<file path="src/rtl/varredura_matriz_if.sv">
// ============================================================================
// Module  : varredura_matriz_if
// Brief   : Bus bundle between the frame writer and the LED row-scan controller.
// Revision: 1.0 - initial release
// ============================================================================
`default_nettype none

interface varredura_matriz_if #(
    parameter int COLS = 5
);
    logic            enable_i;
    logic            wr_en_i;
    logic [2:0]      wr_row_i;
    logic [COLS-1:0] wr_data_i;
    logic            swap_req_i;
    logic            swap_ack_o;
    logic [2:0]      func_o;
    logic [COLS-1:0] col_data_o;
    logic            frame_start_o;

    modport master (
        output enable_i, wr_en_i, wr_row_i, wr_data_i, swap_req_i,
        input  swap_ack_o, func_o, col_data_o, frame_start_o
    );

    modport slave (
        input  enable_i, wr_en_i, wr_row_i, wr_data_i, swap_req_i,
        output swap_ack_o, func_o, col_data_o, frame_start_o
    );
endinterface

`default_nettype wire

</file>
<file path="src/rtl/varredura_matriz.sv">
// ============================================================================
// Module  : varredura_matriz
// Brief   : Row-scan controller with a double-buffered 7-row frame store.
// Revision: 1.0 - initial release
// ============================================================================
`default_nettype none

module varredura_matriz #(
    parameter int COLS      = 5,
    parameter int DIV_WIDTH = 16,
    parameter int DIV_MAX   = 49999
) (
    input  wire                 clk,
    input  wire                 rst,
    varredura_matriz_if.slave   bus
);
    localparam logic [DIV_WIDTH-1:0] c_div_max = DIV_WIDTH'(DIV_MAX);

    typedef enum logic [0:0] {
        IDLE = 1'b0,
        SCAN = 1'b1
    } state_t;

    state_t                         state_q, state_d;
    logic [2:0]                     row_q, row_d;
    logic [DIV_WIDTH-1:0]           presc_q, presc_d;
    logic                           pend_q, pend_d;
    logic                           sel_q, sel_d;
    logic [COLS-1:0]                col_q, col_d;
    logic                           ack_q;
    logic                           fs_q, fs_d;
    logic [1:0][7:0][COLS-1:0]      mem_q;

    logic                           wrap_d;
    logic                           swap_d;
    logic                           wr_hit_d;

    always_comb begin
        wrap_d   = (state_q == SCAN) && (presc_q == c_div_max) && (row_q == 3'd7);
        swap_d   = pend_q && ((state_q == IDLE) || (bus.enable_i && wrap_d));
        sel_d    = sel_q ^ swap_d;
        pend_d   = bus.swap_req_i | (pend_q & ~swap_d);
        wr_hit_d = bus.wr_en_i && (bus.wr_row_i != 3'd0);

        state_d  = IDLE;
        row_d    = 3'd0;
        presc_d  = '0;
        fs_d     = 1'b0;
        if (bus.enable_i) begin
            state_d = SCAN;
            if (state_q == IDLE) begin
                row_d = 3'd1;
                fs_d  = 1'b1;
            end else if (presc_q == c_div_max) begin
                row_d = (row_q == 3'd7) ? 3'd1 : row_q + 3'd1;
                fs_d  = (row_q == 3'd7);
            end else begin
                row_d   = row_q;
                presc_d = presc_q + DIV_WIDTH'(1);
            end
        end

        // A write on the swap edge lands in the bank becoming the display,
        // so forward it to keep col_data consistent with that bank.
        col_d = '0;
        if (bus.enable_i) begin
            col_d = mem_q[sel_d][row_d];
            if (wr_hit_d && swap_d && (bus.wr_row_i == row_d)) begin
                col_d = bus.wr_data_i;
            end
        end
    end

    always_ff @(posedge clk or posedge rst) begin
        if (rst) begin
            state_q <= IDLE;
            row_q   <= 3'd0;
            presc_q <= '0;
            pend_q  <= 1'b0;
            sel_q   <= 1'b0;
            col_q   <= '0;
            ack_q   <= 1'b0;
            fs_q    <= 1'b0;
            mem_q   <= '0;
        end else begin
            state_q <= state_d;
            row_q   <= row_d;
            presc_q <= presc_d;
            pend_q  <= pend_d;
            sel_q   <= sel_d;
            col_q   <= col_d;
            ack_q   <= swap_d;
            fs_q    <= fs_d;
            if (wr_hit_d) begin
                mem_q[~sel_q][bus.wr_row_i] <= bus.wr_data_i;
            end
        end
    end

    assign bus.func_o        = row_q;
    assign bus.col_data_o    = col_q;
    assign bus.swap_ack_o    = ack_q;
    assign bus.frame_start_o = fs_q;

endmodule

`default_nettype wire

</file>
<file path="src/flat_wrapper.sv">
// flat-port wrapper written by rule: the top's interface ports become plain ports
module varredura_matriz_flat 
#(
    parameter int COLS      = 5,
    parameter int DIV_WIDTH = 16,
    parameter int DIV_MAX   = 49999
)
  (clk, rst, bus_enable_i, bus_wr_en_i, bus_wr_row_i, bus_wr_data_i, bus_swap_req_i, bus_swap_ack_o, bus_func_o, bus_col_data_o, bus_frame_start_o);
  varredura_matriz_if #(.COLS(COLS)) bus_i ();
  input  wire clk;
  input  wire rst;
  input wire logic [$bits(bus_i.enable_i)-1:0] bus_enable_i;
  input wire logic [$bits(bus_i.wr_en_i)-1:0] bus_wr_en_i;
  input wire logic [$bits(bus_i.wr_row_i)-1:0] bus_wr_row_i;
  input wire logic [$bits(bus_i.wr_data_i)-1:0] bus_wr_data_i;
  input wire logic [$bits(bus_i.swap_req_i)-1:0] bus_swap_req_i;
  output wire logic [$bits(bus_i.swap_ack_o)-1:0] bus_swap_ack_o;
  output wire logic [$bits(bus_i.func_o)-1:0] bus_func_o;
  output wire logic [$bits(bus_i.col_data_o)-1:0] bus_col_data_o;
  output wire logic [$bits(bus_i.frame_start_o)-1:0] bus_frame_start_o;
  assign bus_i.enable_i = bus_enable_i;
  assign bus_i.wr_en_i = bus_wr_en_i;
  assign bus_i.wr_row_i = bus_wr_row_i;
  assign bus_i.wr_data_i = bus_wr_data_i;
  assign bus_i.swap_req_i = bus_swap_req_i;
  assign bus_swap_ack_o = bus_i.swap_ack_o;
  assign bus_func_o = bus_i.func_o;
  assign bus_col_data_o = bus_i.col_data_o;
  assign bus_frame_start_o = bus_i.frame_start_o;
  varredura_matriz #(.COLS(COLS), .DIV_WIDTH(DIV_WIDTH), .DIV_MAX(DIV_MAX)) u_core (.clk(clk), .rst(rst), .bus(bus_i));
endmodule
</file>
<file path="config.mk">
export PLATFORM = sky130hd
export DESIGN_NAME = varredura_matriz_flat
export DESIGN_NICKNAME = d
export VERILOG_FILES = /design/src/rtl/varredura_matriz_if.sv /design/src/rtl/varredura_matriz.sv /design/src/flat_wrapper.sv
export SDC_FILE = /design/constraint.sdc
export NUM_CORES = 1
export LEC_CHECK = 0
export CAP_MARGIN = 15
export CELL_PAD_IN_SITES_DETAIL_PLACEMENT = 0
export CELL_PAD_IN_SITES_GLOBAL_PLACEMENT = 1
export CORE_ASPECT_RATIO = 0.5
export CORE_MARGIN = 4
export CORE_UTILIZATION = 55
export DETAILED_ROUTE_END_ITERATION = 8
export DONT_BUFFER_PORTS = 1
export GPL_ROUTABILITY_DRIVEN = 0
export PLACE_DENSITY_LB_ADDON = 0.1
export REMOVE_ABC_BUFFERS = 1
export SLEW_MARGIN = 0
export SYNTH_ARGS = -nofsm -noshare
export SYNTH_HDL_FRONTEND = slang
export SYNTH_SLANG_ARGS = --single-unit
</file>
<file path="constraint.sdc">
create_clock -name clk -period 9.2 [get_ports clk]
set_input_delay 0.92 -clock clk [delete_from_list [all_inputs] [get_ports clk]]
set_output_delay 0.92 -clock clk [all_outputs]
set_load 0.1 [all_outputs]
</file>
-- Word level (Yosys, flattened, before mapping)
Index checks and enable logic that the tools add are counted.
- bits in read-only memories: 0
- latch bits: 0
- bits in writable memories: 0
- output and inout port bits: 10
- bits in registers: 109
- memories kept: 0
- add/subtract/negate cells: 2
- div/mod/pow operators: 0
- $lt $le $gt $ge: 6
- bitwise gates (word level): 6
- mux-type cells: 22
- eq/ne operators: 3
- reductions and logical operators: 11
- shift operators: 0
- $mul: 0
- operator list (cell ; number):
    $mux W40 ; 3
    $bwmux W80 ; 1
    $mux W16 ; 3
    $demux W40 S1 ; 1
    $mux W5 ; 4
    $add A16 B1 Y16 const B ; 1
    $eq A16 B16 Y1 const B ; 1
    $bmux W5 S3 ; 1
    $demux W5 S3 ; 1
    $mux W3 ; 4
    $logic_and A1 B1 Y1 ; 9
    $lt A3 B4 Y1 const B ; 2
    $lt A1 B2 Y1 const B ; 2
    $mux W1 ; 4
    $add A3 B1 Y3 const B ; 1
    $eq A3 B3 Y1 ; 1
    $eq A3 B3 Y1 const B ; 1
    $ge A3 B1 Y1 const B ; 1
    $not A1 Y1 ; 3
    $reduce_bool A3 Y1 ; 1
    $and A1 B1 Y1 ; 1
    $ge A1 B1 Y1 const B ; 1
    $logic_or A1 B1 Y1 ; 1
    $or A1 B1 Y1 ; 1
    $xor A1 B1 Y1 ; 1

-- Depth between registers and ports, before layout
- word-level depth: 13
- depth in mapped cells: 11
- gate-level depth less buffers: 10

-- Worst setup path after synthesis
OpenSTA, ideal clock, no wires.
- path kind: reg2reg
- from: reg u_core.row_q[1], in the netlist u_core.bus.func_o[1]
- to: reg u_core.col_q[4], in the netlist u_core.bus.col_data_o[4]
- data arrival time: 3.395 ns
- path buffers: 2
- stages on the path, launching flop included: 12
- setup slack: 5.694 ns
- period minus slack after synthesis: 3.506 ns
- path through: dfrtp_1 ha_1 ha_1 nand4_1 nor4_4 mux2i_1 clkbuf_1 clkbuf_1 a22oi_1 a22oi_1 o2111ai_1 o41ai_1
- longest elaborated chain between the ends: 12
- elaborated cells between the ends (all ways): 20
- those cells by class: add/sub: 1; eq/ne: 2; mux: 10; bitwise: 1; reduce/logical: 6
- RTL lines (what ; line ; source):
    start, declared ; varredura_matriz.sv:25 ; logic [2:0] row_q, row_d;
    start signal, assigned ; varredura_matriz.sv:87 ; row_q <= row_d;
    branches (longest 10 deep; another with $add A3 B1 Y3) ; n/a ;
    $mux W5 (*) ; varredura_matriz.sv:68 ; if (wr_hit_d && swap_d && (bus.wr_row_i == row_d)) begin
    $mux W5 (*) ; varredura_matriz.sv:66 ; if (bus.enable_i) begin
    named net u_core.col_d[4] ; varredura_matriz.sv:29 ; logic [COLS-1:0] col_q, col_d;
    end signal, assigned ; varredura_matriz.sv:91 ; col_q <= col_d;
    end, declared ; varredura_matriz.sv:29 ;
Mark *: on every way through the listed nets, which the timed path passes. The select of a mux whose other input is x is not followed.
A chain may end at the register's enable or synchronous reset.

-- Worst setup path after layout
- from: reg u_core.row_q[1], in the netlist u_core.bus.func_o[1]
- to: reg u_core.col_q[0], in the netlist u_core.bus.col_data_o[0]
- longest elaborated chain between the ends: 12
- elaborated cells between the ends (all ways): 20
- those cells by class: add/sub: 1; eq/ne: 2; mux: 10; bitwise: 1; reduce/logical: 6
- RTL lines (what ; line ; source):
    $eq A3 B3 Y1 ; varredura_matriz.sv:39 ; wrap_d = (state_q == SCAN) && (presc_q == c_div_max) && (row_q == 3'd7);
    $logic_and A1 B1 Y1 ; varredura_matriz.sv:39 ;
    $logic_and A1 B1 Y1 ; varredura_matriz.sv:40 ; swap_d = pend_q && ((state_q == IDLE) || (bus.enable_i && wrap_d));
    $logic_or A1 B1 Y1 ; varredura_matriz.sv:40 ;
    $logic_and A1 B1 Y1 ; varredura_matriz.sv:40 ;
    $xor A1 B1 Y1 ; varredura_matriz.sv:41 ; sel_d = sel_q ^ swap_d;
    named net u_core.sel_d ; varredura_matriz.sv:28 ; logic sel_q, sel_d;
    $mux W40 (implied by the code) (2 in a row) ; varredura_matriz.sv:67 ; col_d = mem_q[sel_d][row_d];
    $bmux W5 S3 ; varredura_matriz.sv:67 ;
    $mux W5 (implied by the code) ; varredura_matriz.sv:67 ;
    $mux W5 ; varredura_matriz.sv:68 ;
    $mux W5 ; varredura_matriz.sv:66 ;
    named net u_core.col_d[0] ; varredura_matriz.sv:29 ;
The timed path passes the listed nets, and every way through them passes these cells. The select of a mux whose other input is x is not followed.

==> impl_metrics.ini <==
[placed_design]
port_buffers = 0
dp_hpwl_mm = 10.0

[clock_tree]
path_clk_slew_ns = 0.07
postCtsResizedCells = 0
cts_hold_buffers = 0
clock-sinks = 109
post_cts_buffers = 0
cts_buffers = 9
cts_root_buffer = clkbuf_16
ctsLongestPathBuffers = 2
cts_tree = yes
clock_latency_ns = 0.35
cts-htree-levels = 3

[synthesis]
synth.top_cell.area_share_pct = 46.6
seq_area_frac_synth_pct = 46.6
synth_seq_cells = 109
synthArstFlopShare_pct = 100
syn_area_per_cell_um2 = 10.8
syn_inst = 544
ys_warn_count = 0
synth_edf_count = 0
yosysTopAreaCell = dfrtp_1
syn_area_um2 = 5860
synth_area_leaders = dfrtp_1 47%, mux2_2 13%, mux2i_1 8.9%
synth_top_cells_by_count = 109 x dfrtp_1, 69 x mux2_2, 52 x mux2i_1
synth.most_common_cell = dfrtp_1
synth_flop_cell = dfrtp_1
ys_types = 57

[status]
status = finished clean

[sta]
finalMaxSlewViolations = 0
hold_viol = 0
tns_ns = 0
worst_pin_slew_ns = 1.01
min_period_over_period_pct = 41.6
finalSetupViolCount = 0
final.min_clock_period_ns = 3.83
max_freq_ghz = 0.261
fin_skew_ns = 0.00801
relSlewSlack_pct = 32.6
rsz0062_at_grt = false

[power_and_ir_drop]
power.net_switching_mw = 0.470
seqPwrFrac_pct = 49.0
power.share.clock_pct = 26.8
p_leak_nw = 2.67
swShare_pct = 31.9
p_int_mw = 1.00
peakVddDrop_v = 0.000114
p_comb_share_pct = 24.2
p_per_area_nw_per_um2 = 237
power_mw = 1.47

[die]
row_count = 26
core-area_um2 = 10300
dieWidth_um = 154
die_y_um = 81.0
ios = 23
dieArea_um2 = 12500
initial_core_util_pct = 56.8

[worst_setup_path]
cp_data_arrival_time_ns = 4.07
crit_type = reg -> reg
cp.required_ns = 9.44
crit_path_end_kind = flip-flop
start_kind = flip-flop
worstPathMaxFanout = 30

[final_layout]
drive_gt1_share_pct = 20.4
utilization_pct = 60.4
syn_to_final_growth_pct = 6.28
diodes = 0
nets = 536

[routing]
drt_iter0_drc = 344
drc = 0
wl_per_cell_um = 22.1
viasPerCell = 6.38
firstDrtPassIters = 8
vias = 4246
final_antenna_net_count = 0
drt-total-wl_mm = 14.7

[hold_path]
min_path_type = reg -> reg

[grt]
grtUsageTotal_pct = 24.5
grt_max_degree = 59
grt_pass1_vias = 4060
grt_pass1_wl_mm = 23.5
antenna_found_initial = 0
grt-ovfl-total = 0

[job]
drv_cap = 0
## flip-flops by register name, summed over array words and instances, names as in the netlist
signal	flops
u_core.bus.swap_ack_o	1
u_core.pend_q	1
u_core.bus.func_o	3
u_core.bus.frame_start_o	1
u_core.bus.col_data_o	5
u_core.state_q	1
u_core.presc_q	16
u_core.sel_q	1
u_core.mem_q	80
## through the flow
| step | cells | worst slack (ns) | instance area (um^2) | hold slack, ns |
|---|---|---|---|---|
| after floorplan | 504 | 4.81 | 5700 | 0.393 |
| after global placement | 649 | 5.47 | 5930 | 0.408 |
| after detailed placement | 649 | 5.39 | 5930 | 0.414 |
| after CTS | 665 | 5.40 | 6230 | 0.430 |
| after global routing | 665 | 5.20 | 6230 | 0.447 |
| final | 665 | 5.37 | 6230 | 0.432 |
## critical path, cell delays in order, from the launching register on
cell and delay [ns]:
dfrtp_1 1.00, ha_1 0.29, ha_1 0.16, nand4_1 0.12, nor4_4 0.44, mux2i_2 0.27
buf_4 0.36, nor2_1 0.20, inv_2 0.21, mux2i_1 0.10, a32o_1 0.26, o41ai_1 0.30
## routing by layer
metal / vias to the layer above / global-route usage (%) / part of all wire [%]
met4: 0 / 6.17 / 1.6
met3: 20 / 5.48 / 6.8
met2: 133 / 37.4 / 44
li1: 1951 / - / -
met1: 2142 / 35.9 / 47
met5: - / 0 / 0
## power groups by stage
| stage | Sequential [mW] | Combinational [mW] | Clock, mW |
|---|---|---|---|
| floorplan | 0.713 | 0.282 | 0 |
| global placement | 0.727 | 0.346 | 0 |
| detailed placement | 0.730 | 0.357 | 0 |
| CTS | 0.720 | 0.358 | 0.406 |
| global route | 0.739 | 0.398 | 0.423 |
| finish | 0.722 | 0.357 | 0.395 |
## kinds of logic (layout without fill, tap and decap cells)
family | count (synthesis) | in the layout | synth area share (%)
buf+inv | 48 | 29 | 3.22
fa+ha+maj | 3 | 3 | 0.641
mux | 122 | 122 | 22.5
simple gates | 155 | 155 | 13.4
xor+xnor | 16 | 16 | 2.39
compound gates | 91 | 91 | 11.3
flops | 109 | 109 | 46.6
## layout make-up
| type | instances | area, um^2 |
|---|---|---|
| inverters | 8 | 32.5 |
| flip-flops and latches | 109 | 2730 |
| fillers | 878 | 4090 |
| well taps | 140 | 175 |
| clock inverters | 7 | 73.8 |
| clock buffers | 9 | 225 |
| multi-input cells | 387 | 2950 |
| repair buffers | 5 | 37.5 |
## cells in the final DEF, fill, tap and decap left out, types with 4 or more instances in the layout
cell type / instances
a211oi_1: 5
a21oi_1: 16
a221oi_1: 7
a22oi_1: 10
and3_1: 10
buf_4: 5
clkbuf_16: 9
clkinvlp_4: 4
dfrtp_1: 108
inv_1: 4
mux2_2: 69
mux2i_1: 50
nand2_1: 43
nand3_1: 28
nand3b_1: 5
nor2_1: 37
nor2b_1: 5
nor3_1: 4
o21ai_0: 7
o22ai_1: 20
o41ai_1: 4
xnor2_1: 8
xor2_1: 8
## final timing paths
| check | start | to | slack [ns] | cells past startpoint |
|---|---|---|---|---|
| max | u_core.bus.func_o[1] | u_core.bus.col_data_o[0] | 5.37 | 11 |
| min | u_core.mem_q[40] | u_core.mem_q[40] | 0.43 | 0 |
| max reg2reg | u_core.bus.func_o[1] | u_core.bus.col_data_o[0] | 5.37 | 11 |
| min reg2reg | u_core.mem_q[40] | u_core.mem_q[40] | 0.43 | 0 |
| max in group asynchronous | rst | u_core.sel_q | 7.42 | 2 |
| min in group asynchronous | rst | u_core.presc_q[13] | 0.56 | 1 |
(Power assumes the default switching activity.)
